### config.mk
export PLATFORM = sky130hd
export DESIGN_NAME = uart_rx
export DESIGN_NICKNAME = d
export VERILOG_FILES = /design/src/rtl/uart_pkg.sv /design/src/rtl/uart_rx_fifo.sv /design/src/rtl/uart_rx.sv
export SDC_FILE = /design/constraint.sdc
export NUM_CORES = 1
export LEC_CHECK = 0
export ABC_CLOCK_PERIOD_IN_PS = 2050
export CORE_ASPECT_RATIO = 0.7
export CORE_MARGIN = 2
export CORE_UTILIZATION = 35
export CTS_CLUSTER_SIZE = 30
export DETAILED_ROUTE_END_ITERATION = 16
export PLACE_DENSITY = 0.64
export SLEW_MARGIN = 40
export SYNTH_ARGS = -nofsm -noshare
export SYNTH_HDL_FRONTEND = slang
export SYNTH_SLANG_ARGS = --single-unit
### constraint.sdc
create_clock -name clk -period 2.05 [get_ports clk]
set_input_delay 0.615 -clock clk [delete_from_list [all_inputs] [get_ports clk]]
set_output_delay 0.615 -clock clk [all_outputs]
set_load 0.005 [all_outputs]
### src/rtl/uart_pkg.sv
// Shared UART definitions: receiver state encoding, oversampling constants, baud divider helper.
// Latency: none (types and constants only).
// Backpressure: not applicable.
package uart_pkg;

    // Ticks per bit period, and the tick at the centre of a bit.
    localparam int UART_OVERSAMPLE = 16;
    localparam int UART_MID_SAMPLE = 8;

    typedef enum logic [2:0] {
        RX_IDLE   = 3'd0,
        RX_START  = 3'd1,
        RX_DATA   = 3'd2,
        RX_PARITY = 3'd3,
        RX_STOP   = 3'd4,
        RX_BREAK  = 3'd5
    } uart_rx_state_t;

    // Clocks per oversample tick, rounded to nearest.
    function automatic int uart_div(input int clk_freq_hz, input int baud);
        int den;
        den = baud * UART_OVERSAMPLE;
        return (clk_freq_hz + den / 2) / den;
    endfunction

endpackage

### src/rtl/uart_rx_fifo.sv
// Receive FIFO: circular buffer with registered head byte and full-drop overrun pulse.
// Latency: a push shows on head_vld two clocks after push_vld is raised (write, then head register).
// Backpressure: pop on head_vld && pop_rdy; a push while full is dropped unless a pop happens that cycle.
//
// Ports: clk/rst_n (async active-low), push_vld/push_dat (write side, no ready: drop on full),
//        head_dat/head_vld/pop_rdy (read side valid/ready), overrun (one-cycle drop pulse).
module uart_rx_fifo #(
    parameter int WIDTH = 8,
    parameter int DEPTH = 4
) (
    input  logic             clk,
    input  logic             rst_n,
    input  logic             push_vld,
    input  logic [WIDTH-1:0] push_dat,
    output logic [WIDTH-1:0] head_dat,
    output logic             head_vld,
    input  logic             pop_rdy,
    output logic             overrun
);
    localparam int AW = $clog2(DEPTH);

    logic [WIDTH-1:0] mem [DEPTH];
    logic [AW:0]      wptr;
    logic [AW:0]      rptr;
    logic [AW:0]      rptr_nxt;
    logic             full;
    logic             pop;
    logic             push_ok;

    // head_vld implies the buffer is non-empty, so a pop never underflows.
    assign pop      = head_vld && pop_rdy;
    assign full     = (wptr[AW] != rptr[AW]) && (wptr[AW-1:0] == rptr[AW-1:0]);
    assign push_ok  = push_vld && (!full || pop);
    assign rptr_nxt = pop ? rptr + 1'b1 : rptr;

    always_ff @(posedge clk) begin
        if (push_ok) begin
            mem[wptr[AW-1:0]] <= push_dat;
        end
    end

    // The head register looks ahead through this cycle's pop so it never shows a
    // stale byte after a handshake; a push only becomes visible one clock after
    // it lands in the buffer.
    always_ff @(posedge clk or negedge rst_n) begin
        if (!rst_n) begin
            wptr     <= '0;
            rptr     <= '0;
            head_vld <= 1'b0;
            head_dat <= '0;
            overrun  <= 1'b0;
        end else begin
            if (push_ok) begin
                wptr <= wptr + 1'b1;
            end
            rptr     <= rptr_nxt;
            head_vld <= (wptr != rptr_nxt);
            if (wptr != rptr_nxt) begin
                head_dat <= mem[rptr_nxt[AW-1:0]];
            end
            overrun  <= push_vld && full && !pop;
        end
    end

endmodule

### src/rtl/uart_rx.sv
// UART receiver: synchronizes rx, recovers 8N1 frames (optional even parity) at 16x oversampling, queues good bytes.
// Latency: byte valid 2 clocks after the tick-9 stop-bit sample, plus 2 clocks of input synchronizer.
// Backpressure: valid_o/ready_i pop from the FIFO; bytes arriving while it is full are dropped with overrun_o.
//
// Ports: clk, reset_pin (async active-low), rx (async serial input, idle high),
//        data_o/valid_o/ready_i (FIFO head handshake), frame_err_o, overrun_o, parity_err_o (one-cycle pulses).
// Build option: define UART_RX_PARITY_EN to add the even-parity bit and the parity_err_o port.
module uart_rx
    import uart_pkg::*;
#(
    parameter int CLK_FREQ_HZ = 100_000_000,
    parameter int BAUD        = 115200,
    parameter int FIFO_DEPTH  = 4
) (
    input  logic       clk,
    input  logic       reset_pin,
    input  logic       rx,
    output logic [7:0] data_o,
    output logic       valid_o,
    input  logic       ready_i,
    output logic       frame_err_o,
    output logic       overrun_o
`ifdef UART_RX_PARITY_EN
    ,
    output logic       parity_err_o
`endif
);
    localparam int              DIV      = uart_div(CLK_FREQ_HZ, BAUD);
    localparam int              DW       = (DIV > 1) ? $clog2(DIV) : 1;
    localparam logic [DW-1:0]   DIV_LAST = DW'(DIV - 1);
    localparam logic [3:0]      S_V0     = 4'(UART_MID_SAMPLE - 1);
    localparam logic [3:0]      S_V1     = 4'(UART_MID_SAMPLE);
    localparam logic [3:0]      S_V2     = 4'(UART_MID_SAMPLE + 1);

    logic           rx_m;
    logic           rx_s;
    logic           rx_prev;
    logic [DW-1:0]  div_cnt;
    logic [3:0]     scnt;
    logic           tick;
    uart_rx_state_t state;
    logic [1:0]     votes;
    logic           maj;
    logic           sample_pt;
    logic           start_edge;
    logic [7:0]     shreg;
    logic [2:0]     bit_idx;
    logic           push_vld;
    logic           frame_err_q;
`ifdef UART_RX_PARITY_EN
    logic           par_bad;
    logic           parity_err_q;
`endif

    // Two-flop synchronizer; rx_prev only serves start-edge detection.
    always_ff @(posedge clk or negedge reset_pin) begin
        if (!reset_pin) begin
            rx_m    <= 1'b1;
            rx_s    <= 1'b1;
            rx_prev <= 1'b1;
        end else begin
            rx_m    <= rx;
            rx_s    <= rx_m;
            rx_prev <= rx_s;
        end
    end

    assign tick       = (div_cnt == DIV_LAST);
    assign start_edge = (state == RX_IDLE) && rx_prev && !rx_s;
    // Votes hold ticks 7 and 8; tick 9 is the live sample at the decision point.
    assign maj        = (votes[0] & votes[1]) | (rx_s & (votes[0] | votes[1]));
    assign sample_pt  = tick && (scnt == S_V2);

    always_ff @(posedge clk or negedge reset_pin) begin
        if (!reset_pin) begin
            div_cnt     <= '0;
            scnt        <= '0;
            state       <= RX_IDLE;
            votes       <= '0;
            shreg       <= '0;
            bit_idx     <= '0;
            push_vld    <= 1'b0;
            frame_err_q <= 1'b0;
`ifdef UART_RX_PARITY_EN
            par_bad      <= 1'b0;
            parity_err_q <= 1'b0;
`endif
        end else begin
            push_vld    <= 1'b0;
            frame_err_q <= 1'b0;
`ifdef UART_RX_PARITY_EN
            parity_err_q <= 1'b0;
`endif
            // Realign the bit grid to the start edge; scnt wraps every 16 ticks.
            if (start_edge) begin
                div_cnt <= '0;
                scnt    <= '0;
            end else begin
                div_cnt <= tick ? '0 : div_cnt + 1'b1;
                if (tick) begin
                    scnt <= scnt + 1'b1;
                end
            end
            if (tick && scnt == S_V0) votes[0] <= rx_s;
            if (tick && scnt == S_V1) votes[1] <= rx_s;

            // Each state decides at tick 9 and moves on; the next state's
            // decision therefore falls at tick 9 of the following bit.
            case (state)
                RX_IDLE: begin
                    if (start_edge) state <= RX_START;
                end
                RX_START: begin
                    if (sample_pt) begin
                        if (!maj) begin
                            state   <= RX_DATA;
                            bit_idx <= '0;
`ifdef UART_RX_PARITY_EN
                            par_bad <= 1'b0;
`endif
                        end else begin
                            state <= RX_IDLE;
                        end
                    end
                end
                RX_DATA: begin
                    if (sample_pt) begin
                        shreg   <= {maj, shreg[7:1]};
                        bit_idx <= bit_idx + 1'b1;
                        if (bit_idx == 3'd7) begin
`ifdef UART_RX_PARITY_EN
                            state <= RX_PARITY;
`else
                            state <= RX_STOP;
`endif
                        end
                    end
                end
`ifdef UART_RX_PARITY_EN
                RX_PARITY: begin
                    if (sample_pt) begin
                        // Even parity: data ones plus parity bit must be even.
                        if (maj != ^shreg) begin
                            par_bad      <= 1'b1;
                            parity_err_q <= 1'b1;
                        end
                        state <= RX_STOP;
                    end
                end
`endif
                RX_STOP: begin
                    if (sample_pt) begin
                        if (maj) begin
`ifdef UART_RX_PARITY_EN
                            push_vld <= !par_bad;
`else
                            push_vld <= 1'b1;
`endif
                            state    <= RX_IDLE;
                        end else begin
                            frame_err_q <= 1'b1;
                            state       <= RX_BREAK;
                        end
                    end
                end
                RX_BREAK: begin
                    if (rx_s) state <= RX_IDLE;
                end
                default: state <= RX_IDLE;
            endcase
        end
    end

    assign frame_err_o = frame_err_q;
`ifdef UART_RX_PARITY_EN
    assign parity_err_o = parity_err_q;
`endif

    uart_rx_fifo #(
        .WIDTH (8),
        .DEPTH (FIFO_DEPTH)
    ) u_fifo (
        .clk      (clk),
        .rst_n    (reset_pin),
        .push_vld (push_vld),
        .push_dat (shreg),
        .head_dat (data_o),
        .head_vld (valid_o),
        .pop_rdy  (ready_i),
        .overrun  (overrun_o)
    );

endmodule

==> results.cfg <==
[run_status]
status = finished, final reports clean

[logic_synthesis]
syn_area_per_cell_um2 = 14.1
synthSimpleGateAreaFrac = 0.0930
synth_compound_area_frac = 0.0712
synth_warnings = 0
synth.distinct_cells = 48
ys_seq_area_frac = 0.564
netlist.area_leader.share = 0.290
ys_ff_latch = 79
synth_cells = 269
netlist_top_cells_area = dfrtp_1 (29%), edfxtp_1 (25%), mux2i_1 (8.4%)
synth_edf_count = 32
synth_fa_ha_area_frac = 0.0425
synth_largest_area_cell = dfrtp_1
async_flop_share = 0.595
syn_area_mm2 = 0.00379
syn-num-nets = 285
synth_top_family_by_area = multiplexers
synth_xor_area_frac = 0.0429
synth_mux_area_frac = 0.157
synth_top_flop_cell = dfrtp_1

[cts]
clk_path_buf_depth = 2
htreeDepth = 3
clkLatencyLatePin_ns = 0.33
path_clk_slew_ns = 0.06
cts-resized-gates = 0
cts_sinks = 79
ctsHoldBuffers = 0
cts_setup_buffers = 0
cts_tree = built
cts_root_buf = clkbuf_16
cts_inserted_buffers = 9

[grt]
grt-ovfl-total = 0
track_usage = 0.119
grt_max_degree = 48
antenna_found_initial = 0
first_global_vias = 2141
grt_first_pass_wirelength_um = 10700

[sta]
tightest_slew_ns = 0.504
slew_headroom = 0.663
hold_ws_ns = 0.250
fin_crit_sh = 0.980
post-route-min-period_ns = 2.01
fin_worst_skew_ns = 0.00496
setup_tns_ns = 0
finalHoldViolations = 0
setup_viol = 0
fmax_ghz = 0.498
maxSlewViolCount = 0

[placed_design]
dp.cells = 425
placement.io_buffers = 14
place_area_mm2 = 0.00425
hpwl_um = 4420
gp_congestion = 0.753

[floorplan]
die_area_mm2 = 0.0117
chipWidth_um = 128
die_y_um = 91.1
placementRows = 31
ioPinCount = 15
core_mm2 = 0.0104
start_util = 0.364

[worst_setup_path]
rr_startpoint = div_cnt[1]
reg2reg_to = shreg[4]
crit_chain = clkdlybuf4s50_1 > and3_4 > nor3_1 > buf_4 > o22ai_4 > buf_12 > mux2_4
cp.required_ns = 2.27
arrival_ns = 2.23
endpoint_kind = register
critical_path_class = input port to register
slowest_stage = clkdlybuf4s50_1
worst-r2r-cell-count = 7
start_kind = input port
critPathMaxFanout = 8
max_stage_delay_ns = 0.54
r2r_slack_ns = 0.10

[power]
ir_drop_v = 0.000730
p_leak_uw = 0.00203
power.density_mw_per_mm2 = 1250
power_uw = 5730

[routing]
wl_um = 6240
vias = 2147
final_antenna_net_count = 0
drc = 0
viasPerCell = 4.87
firstDrtPassIters = 4
wire_per_inst_um = 14.1
drt_iter0_drc = 95

[run]
drv_cap = 0

[cells_and_area]
multi_input_area_mm2 = 0.00156
areaGrowthSynthToFinish_pct = 20.8
final_cells = 441
seq_area_mm2 = 0.00214
final_area_mm2 = 0.00458
fin_nets = 320
diodes = 0
fill_cells = 912
drive_above_1_share = 0.249

[worst_hold_path]
hold_class = input port to async pin
-- cell type report --
class / instances / area share
sequential: 79 / 0.467
multi-input combinational: 171 / 0.340
timing repair buffer: 36 / 0.0827
clock buffer: 11 / 0.0529
tap: 132 / 0.0360
clock inverter: 5 / 0.0158
inverter: 7 / 0.00573
-- logic make-up after synthesis --
group	Yosys count
AO/OA/AOI/OAI	33
XOR/XNOR	16
adder cells (fa/ha/maj)	13
buffers and inverters	19
flip-flops	79
multiplexers	53
AND/OR/NAND/NOR	56
-- worst max-delay path by stage --
stage | startpoint | to | slack [ns]
after floorplan | u_fifo.rptr[1] | u_fifo.head_dat[0] | 0.16
after global placement | ready_i | u_fifo.head_dat[4] | -0.22
after detailed placement | ready_i | u_fifo.head_dat[3] | -0.33
after CTS | ready_i | u_fifo.head_dat[3] | 0.01
after global routing | ready_i | u_fifo.head_dat[7] | -0.005
final | ready_i | u_fifo.head_dat[7] | 0.04
-- registers in the layout, summed over array words and instances (netlist names), 3 cells and up --
name,cells
state,3
scnt,4
u_fifo.mem,32
u_fifo.wptr,3
shreg,8
u_fifo.rptr,3
bit_idx,3
u_fifo.head_dat,8
div_cnt,6
-- through the flow --
stage | setup WS, ns | util
floorplan | 0.160 | -
global placement | -0.224 | 0.407
detailed placement | -0.334 | 0.407
CTS | 0.0116 | 0.438
global route | -0.00532 | 0.439
finish | 0.0404 | 0.439
-- Yosys cell counts (all sizes together), types with 2 or more instances --
cell type / count
dfrtp: 44
edfxtp: 32
mux2i: 32
mux2: 21
nor2: 15
ha: 12
buf: 11
a22o: 10
xnor2: 9
a221oi: 8
inv: 7
and2: 6
nand3: 6
xor2: 6
nor3: 5
a21oi: 4
nand2: 4
nor3b: 4
or3b: 4
dfstp: 3
nand2b: 3
o21ai: 3
and3: 2
nand4: 2
o21a: 2
or2: 2
-- per-layer routing --
metal | vias to the layer above | GRT usage | wire length, µm
met5 | - | 0 | 0
met3 | 12 | 0.0477 | 314
li1 | 1064 | - | -
met4 | 0 | 0.0403 | 95
met1 | 1035 | 0.168 | 3230
met2 | 36 | 0.165 | 2590
-- cell usage in the layout (no fill, tap or decap), types with 2 or more instances in the layout --
cell              n
bufinv_16         2
dfstp_2           3
nor2_1           15
buf_4            15
clkdlybuf4s50_1  13
xnor2_1           8
a21oi_1           4
mux2_2           11
o21ai_0           2
o21a_1            2
nor3b_1           3
clkbuf_16         9
a22o_1           10
xor2_1            6
edfxtp_1         32
nand2b_1          3
buf_12            6
a221oi_1          8
inv_1             7
mux2i_1          32
ha_1             12
nand2_1           4
nand3_1           6
and2_1            5
mux2_4           10
or3b_2            2
dfrtp_1          43
nor3_1            4
or3b_1            2
clkinv_1          2
or2_2             2
-- critical path: cells and delay by family --
family / cells / cell delay, ns
mux: 1 / 0.30
simple gates: 2 / 0.29
compound gates: 1 / 0.17
buf+inv: 3 / 0.85
-- where the power goes --
part | total [µW] | internal, µW | switching, µW | leakage [µW]
Clock | 1670 | 1090 | 581 | 0.000155
Combinational | 1970 | 1160 | 810 | 0.000889
Sequential | 2090 | 1850 | 242 | 0.000983
Total | 5730 | 4100 | 1630 | 0.00203
Note: power is estimated with default switching activity, not from simulation.
